[config.mk]
export PLATFORM = sky130hd
export DESIGN_NAME = cover_event_sched
export DESIGN_NICKNAME = d
export VERILOG_FILES = /design/src/rtl/cover_sched_pkg.sv /design/src/rtl/cover_rr_arbiter.sv /design/src/rtl/cover_event_sched.sv
export SDC_FILE = /design/constraint.sdc
export NUM_CORES = 1
export LEC_CHECK = 0
export CAP_MARGIN = 20
export CORE_UTILIZATION = 30
export CTS_BUF_LIST = sky130_fd_sc_hd__clkbuf_8 sky130_fd_sc_hd__clkbuf_16
export CTS_CLUSTER_DIAMETER = 80
export DETAILED_ROUTE_END_ITERATION = 16
export GPL_ROUTABILITY_DRIVEN = 0
export SETUP_SLACK_MARGIN = 0.3
export SYNTH_ARGS = -nofsm -noshare
export SYNTH_HDL_FRONTEND = slang
export SYNTH_SLANG_ARGS = --single-unit
[constraint.sdc]
create_clock -name clock -period 13.1 [get_ports clock]
set_clock_uncertainty 0.05 [all_clocks]
set_input_delay 1.31 -clock clock [delete_from_list [all_inputs] [get_ports clock]]
set_output_delay 1.31 -clock clock [all_outputs]
set_load 0.01 [all_outputs]
[src/rtl/cover_sched_pkg.sv]
// Shared types and helpers for the cover event scheduler.
// No logic of its own; consumed by the arbiter and the scheduler top.
// Index width and cover total here are defaults; the top may override them.
package cover_sched_pkg;

    localparam int IDX_W_DEF       = 16;
    localparam int COVER_TOTAL_DEF = 10906;

    typedef logic [IDX_W_DEF-1:0] cover_idx_t;

    function automatic int rr_next(input int ptr, input int n);
        return (ptr + 1 >= n) ? 0 : ptr + 1;
    endfunction

endpackage

[src/rtl/cover_rr_arbiter.sv]
// Round-robin pick among pending cover points, searching upward from rr_ptr.
// Latency: purely combinational, zero cycles.
// Backpressure: none here; the caller decides whether the grant is used.
module cover_rr_arbiter
    import cover_sched_pkg::*;
#(
    parameter int N     = 8,
    parameter int PTR_W = 3
) (
    input  logic [N-1:0]     req,
    input  logic [PTR_W-1:0] rr_ptr,
    output logic [N-1:0]     grant,
    output logic [PTR_W-1:0] grant_idx,
    output logic             any
);

    int j;

    always_comb begin
        grant     = '0;
        grant_idx = '0;
        any       = 1'b0;
        j         = int'(rr_ptr);
        for (int k = 0; k < N; k++) begin
            if (!any && req[j]) begin
                any       = 1'b1;
                grant[j]  = 1'b1;
                grant_idx = PTR_W'(j);
            end
            j = rr_next(j, N);
        end
    end

endmodule

[src/rtl/cover_event_sched.sv]
// Serializes per-point cover hits onto one valid/ready reporting channel.
// Latency: hit in cycle t reaches out_valid in cycle t+2 when idle and ready.
// Backpressure: held beat stays stable while out_ready is low; hits keep pending.
module cover_event_sched
    import cover_sched_pkg::*;
#(
    parameter int NUM_REQ     = 8,
    parameter int IDX_W       = IDX_W_DEF,
    parameter int COVER_TOTAL = COVER_TOTAL_DEF,
    parameter bit ONCE_ONLY   = 1'b1,
    parameter int CNT_W       = 32
) (
    input  logic                     clock,
    input  logic                     reset,
    input  logic                     enable,
    input  logic [NUM_REQ-1:0]       req_valid,
    input  logic [NUM_REQ*IDX_W-1:0] req_index,
    input  logic                     clear_seen,
    output logic                     out_valid,
    output logic [IDX_W-1:0]         out_index,
    input  logic                     out_ready,
    output logic                     idle,
    output logic [CNT_W-1:0]         merged_cnt
);

    localparam int PTR_W = $clog2(NUM_REQ);
    localparam int POP_W = $clog2(NUM_REQ + 1);

    logic [NUM_REQ-1:0] pending, seen, acc, gnt, gnt_mask, merge;
    logic [IDX_W-1:0]   idx_q [NUM_REQ];
    logic [PTR_W-1:0]   rr_ptr, gidx;
    logic               any, free;
    logic [POP_W-1:0]   merge_pop;
    logic [CNT_W:0]     cnt_sum;

    cover_rr_arbiter #(.N(NUM_REQ), .PTR_W(PTR_W)) u_arb (
        .req       (pending),
        .rr_ptr    (rr_ptr),
        .grant     (gnt),
        .grant_idx (gidx),
        .any       (any)
    );

    // A point granted this edge and hit again stays pending; that is not a merge.
    always_comb begin
        free      = !out_valid || out_ready;
        acc       = req_valid & ~(seen & {NUM_REQ{ONCE_ONLY}}) & {NUM_REQ{enable}};
        gnt_mask  = (free && any) ? gnt : '0;
        merge     = acc & pending & ~gnt_mask;
        merge_pop = '0;
        for (int i = 0; i < NUM_REQ; i++) begin
            merge_pop = merge_pop + POP_W'(merge[i]);
        end
        cnt_sum = {1'b0, merged_cnt} + (CNT_W+1)'(merge_pop);
    end

    always_ff @(posedge clock) begin
        if (reset) begin
            pending    <= '0;
            seen       <= '0;
            rr_ptr     <= '0;
            out_valid  <= 1'b0;
            out_index  <= '0;
            merged_cnt <= '0;
            for (int i = 0; i < NUM_REQ; i++) begin
                idx_q[i] <= '0;
            end
        end else begin
            pending <= (pending & ~gnt_mask) | acc;
            if (clear_seen) begin
                seen <= '0;
            end else if (ONCE_ONLY) begin
                seen <= seen | gnt_mask;
            end
            for (int i = 0; i < NUM_REQ; i++) begin
                if (acc[i]) begin
                    idx_q[i] <= req_index[i*IDX_W +: IDX_W];
                end
            end
            if (free) begin
                out_valid <= any;
                if (any) begin
                    out_index <= idx_q[gidx];
                    rr_ptr    <= PTR_W'(rr_next(int'(gidx), NUM_REQ));
                end
            end
            merged_cnt <= cnt_sum[CNT_W] ? '1 : cnt_sum[CNT_W-1:0];
        end
    end

    assign idle = !out_valid && (pending == '0);

`ifndef SYNTHESIS
    a_idx_legal: assert property (@(posedge clock)
        out_valid |-> (32'(out_index) < COVER_TOTAL));
    a_hold_stable: assert property (@(posedge clock)
        (!reset && out_valid && !out_ready) |=> (out_valid && $stable(out_index)));
`endif

endmodule

==> impl_metrics.yaml <==
outcome:
  run_status: "finished, final reports clean"
global_routing:
  globalRouteOverflowTotal: 0
  globalRouteTotalUtil_pct: 17.2
  grt_antenna_before_repair: 4
  grt_first_pass_wirelength_um: 48000
  grt_max_degree: 97
  first_global_vias: 8091
routing:
  drt.antenna.violating_nets: 0
  routed-via-count: 8365
  drc: 0
  mean_routed_wirelength_per_cell_um: 19.8
  post_drt_via_cell_ratio: 5.18
  detailedRoute.firstPassIterationCount: 6
  drt_iter0_drc: 602
  finalWirelength_um: 31900
die:
  area_of_the_core_sq_um: 35600
  num_rows: 69
  die_width_um: 192
  boundaryPins: 191
  floorplan.initialDensity_pct: 30.5
  die_height_um: 192
  floorplan.die_area_sq_um: 36900
pwr:
  power_density_nw_per_um2: 256
  total_leakage_power_nw: 4.94
  ir_worst_vdd_uv: 252
sta:
  period_minus_slack_ns: 11.21
  slew_headroom_pct: 26.1
  hold_viol_final: 0
  rsz0062_at_grt: "false"
  fmax_mhz: 89.2
  setup_viol_count_final: 0
  setup-tns-final_ns: 0
  timing.final.max_slew_violations: 0
  final.period_utilization_pct: 85.6
  worst-slew-pin-transition_ns: 1.10
clock_tree:
  clk-insertion-delay-late_ns: 0.43
  clkTransAtPathRegs_ns: 0.07
  cts_hold_buffers: 0
  cts_repair_resize_count: 0
  clock-root-buffer: "sky130_fd_sc_hd__clkbuf_16"
  cts.path.max_buffers: 2
  cts_tree: "done"
  numCtsBuffers: 17
  number_of_buffers_inserted_by_post_cts_setup_repair: 0
  tritoncts_num_sinks: 196
  cts-htree-levels: 4
synth:
  synth-edff-count: 128
  ys_ff_latch: 196
  synth_async_sr_flop_share_pct: 0
  synth-main-ff-cell: "sky130_fd_sc_hd__edfxtp_1"
  commonest_cells_in_the_synthesized_netlist: "sky130_fd_sc_hd__edfxtp_1 (128), sky130_fd_sc_hd__and2_1 (100), sky130_fd_sc_hd__dfxtp_1 (68)"
  synth_area_sq_um: 10800
  synthDominantAreaCellType: "sky130_fd_sc_hd__edfxtp_1"
  synth.top_cell.area_share_pct: 35.5
  synth_seq_area_share_pct: 48.0
  yosys.cell_types.count: 96
  yosys_warnings: 0
  syn_inst: 985
  syn_avg_cell_area_sq_um: 11.0
  yosysMostFrequentCell: "sky130_fd_sc_hd__edfxtp_1"
  synth_fp_nets: 1151
  main_area_contributors_after_synthesis: "sky130_fd_sc_hd__edfxtp_1 (35%), sky130_fd_sc_hd__dfxtp_1 (13%), sky130_fd_sc_hd__and2_1 (5.8%)"
final_layout:
  drive_gt1_share_pct: 7.89
  fin_cells: 1615
  areaGrowthSynthToFinish_pct: 26.2
  nNetsFinal: 1306
  final_area_sq_um: 13700
worst_hold_path:
  hold_path_depth: 1
  hold_path_class: "flop to flop"
  hold_path_end: "seen[2]"
  hold_start: "seen[2]"
placement:
  numPortBuffers: 190
  place_inst: 1580
  dpl.hpwl_um: 23000
  placedInstanceArea_sq_um: 13000
worst_setup_path:
  timing.critical_path.from: "rr_ptr[1]"
  timing.critical_path.from_type: "flop"
  worstPathMaxFanout: 29
  reg2reg_to: "merged_cnt[1]"
  max_stage_delay_ns: 0.65
  endpoint_kind: "flop"
  timing.rr.start: "rr_ptr[1]"
  critical_path_arrival_ns: 11.52
  cp_slowest_cell: "sky130_fd_sc_hd__a41oi_2"
  rrSetupSlack_ns: 1.89
  rr_worst_depth: 37
  cp.required_ns: 13.41
  worst-setup-path-type: "flop to flop"
flow_run:
  maxCapViolations: 0
[cell families (layout without fill, tap and decap cells)]
family	after synthesis	after routing	share of synthesized area, %
AND/OR/NAND/NOR	378	378	19.8
flip-flops	196	196	48.0
AO/OA/AOI/OAI	193	193	13.1
buffers and inverters	88	256	4.01
multiplexers	74	74	9.34
XOR/XNOR	30	30	2.49
adder cells (fa/ha/maj)	25	25	3.23
other	1	2	0.0346
[metrics by stage]
step	hold WS [ns]	worst slack (ns)	utilization (%)	total power, W
after floorplan	0.381	2.47	-	0.00244
after global placement	0.391	1.85	36.7	0.00295
after detailed placement	0.399	1.55	36.7	0.00296
after CTS	0.414	1.52	38.4	0.00351
after global routing	0.431	0.931	38.5	0.00372
final	0.411	1.89	38.5	0.00351
[power by group]
group	switching [W]	total [W]	leakage (nW)	internal, W
Sequential	0.0000493	0.000791	1.91	0.000742
Clock	0.000239	0.000542	0.293	0.000303
Combinational	0.00129	0.00217	2.73	0.000889
Total	0.00157	0.00351	4.94	0.00193
[worst max path at each step]
| stage | endpoint | slack (ns) |
|---|---|---|
| after floorplan | merged_cnt[19] | 2.47 |
| after global placement | merged_cnt[0] | 1.85 |
| after detailed placement | merged_cnt[25] | 1.55 |
| after CTS | merged_cnt[1] | 1.52 |
| after global routing | merged_cnt[25] | 0.93 |
| final | merged_cnt[1] | 1.89 |
[worst max-delay path, delay by kind of cell (launching register included)]
kind	cells	cell delay, ns
fa+ha+maj	10	4.78
compound gates	9	2.43
simple gates	12	2.36
buf+inv	6	0.97
flops	1	0.55
[cell usage in the layout (no fill, tap or decap), types with 7 or more instances in the layout]
cell type and instances:
sky130_fd_sc_hd__a221o_1 16, sky130_fd_sc_hd__xnor2_1 12, sky130_fd_sc_hd__nor3_1 19, sky130_fd_sc_hd__nor2b_1 41, sky130_fd_sc_hd__nand2b_1 19, sky130_fd_sc_hd__nand2_1 53
sky130_fd_sc_hd__nand3_1 31, sky130_fd_sc_hd__and2_1 100, sky130_fd_sc_hd__o22ai_1 19, sky130_fd_sc_hd__o211ai_1 7, sky130_fd_sc_hd__clkdlybuf4s50_1 189, sky130_fd_sc_hd__inv_1 27
sky130_fd_sc_hd__a21oi_1 51, sky130_fd_sc_hd__o21a_1 7, sky130_fd_sc_hd__and3_1 8, sky130_fd_sc_hd__dfxtp_1 68, sky130_fd_sc_hd__clkbuf_16 17, sky130_fd_sc_hd__edfxtp_1 128
sky130_fd_sc_hd__a31oi_1 7, sky130_fd_sc_hd__mux4_2 18, sky130_fd_sc_hd__nor2_1 55, sky130_fd_sc_hd__o21ai_0 20, sky130_fd_sc_hd__ha_1 20, sky130_fd_sc_hd__mux2i_1 47
sky130_fd_sc_hd__xor2_1 17
[final cells by class]
| cell class | instances | area, sq um |
|---|---|---|
| antenna | 1 | 2.50 |
| clock buffer | 17 | 425 |
| clock inverter | 15 | 180 |
| fill | 3437 | 21900 |
| inverter | 27 | 104 |
| multi-input combinational | 701 | 5220 |
| sequential | 196 | 5200 |
| tap | 461 | 577 |
| timing repair buffer | 197 | 1970 |
[metal layers]
layer  routed length (um)  part of all wire (%)  track usage [%]
met5                   35                  0.11                0
met4                  702                   2.2             5.24
met1                14400                    45             23.9
met2                14100                    44             25.9
met3                 2660                   8.3             4.81
[state kept, by name, summed over array words and instances (netlist names)]
signal and count:
idx_q 128, merged_cnt 32, out_index 16, pending 8
seen 8, rr_ptr 3, out_valid 1
Power figures use the tool's default switching activity.
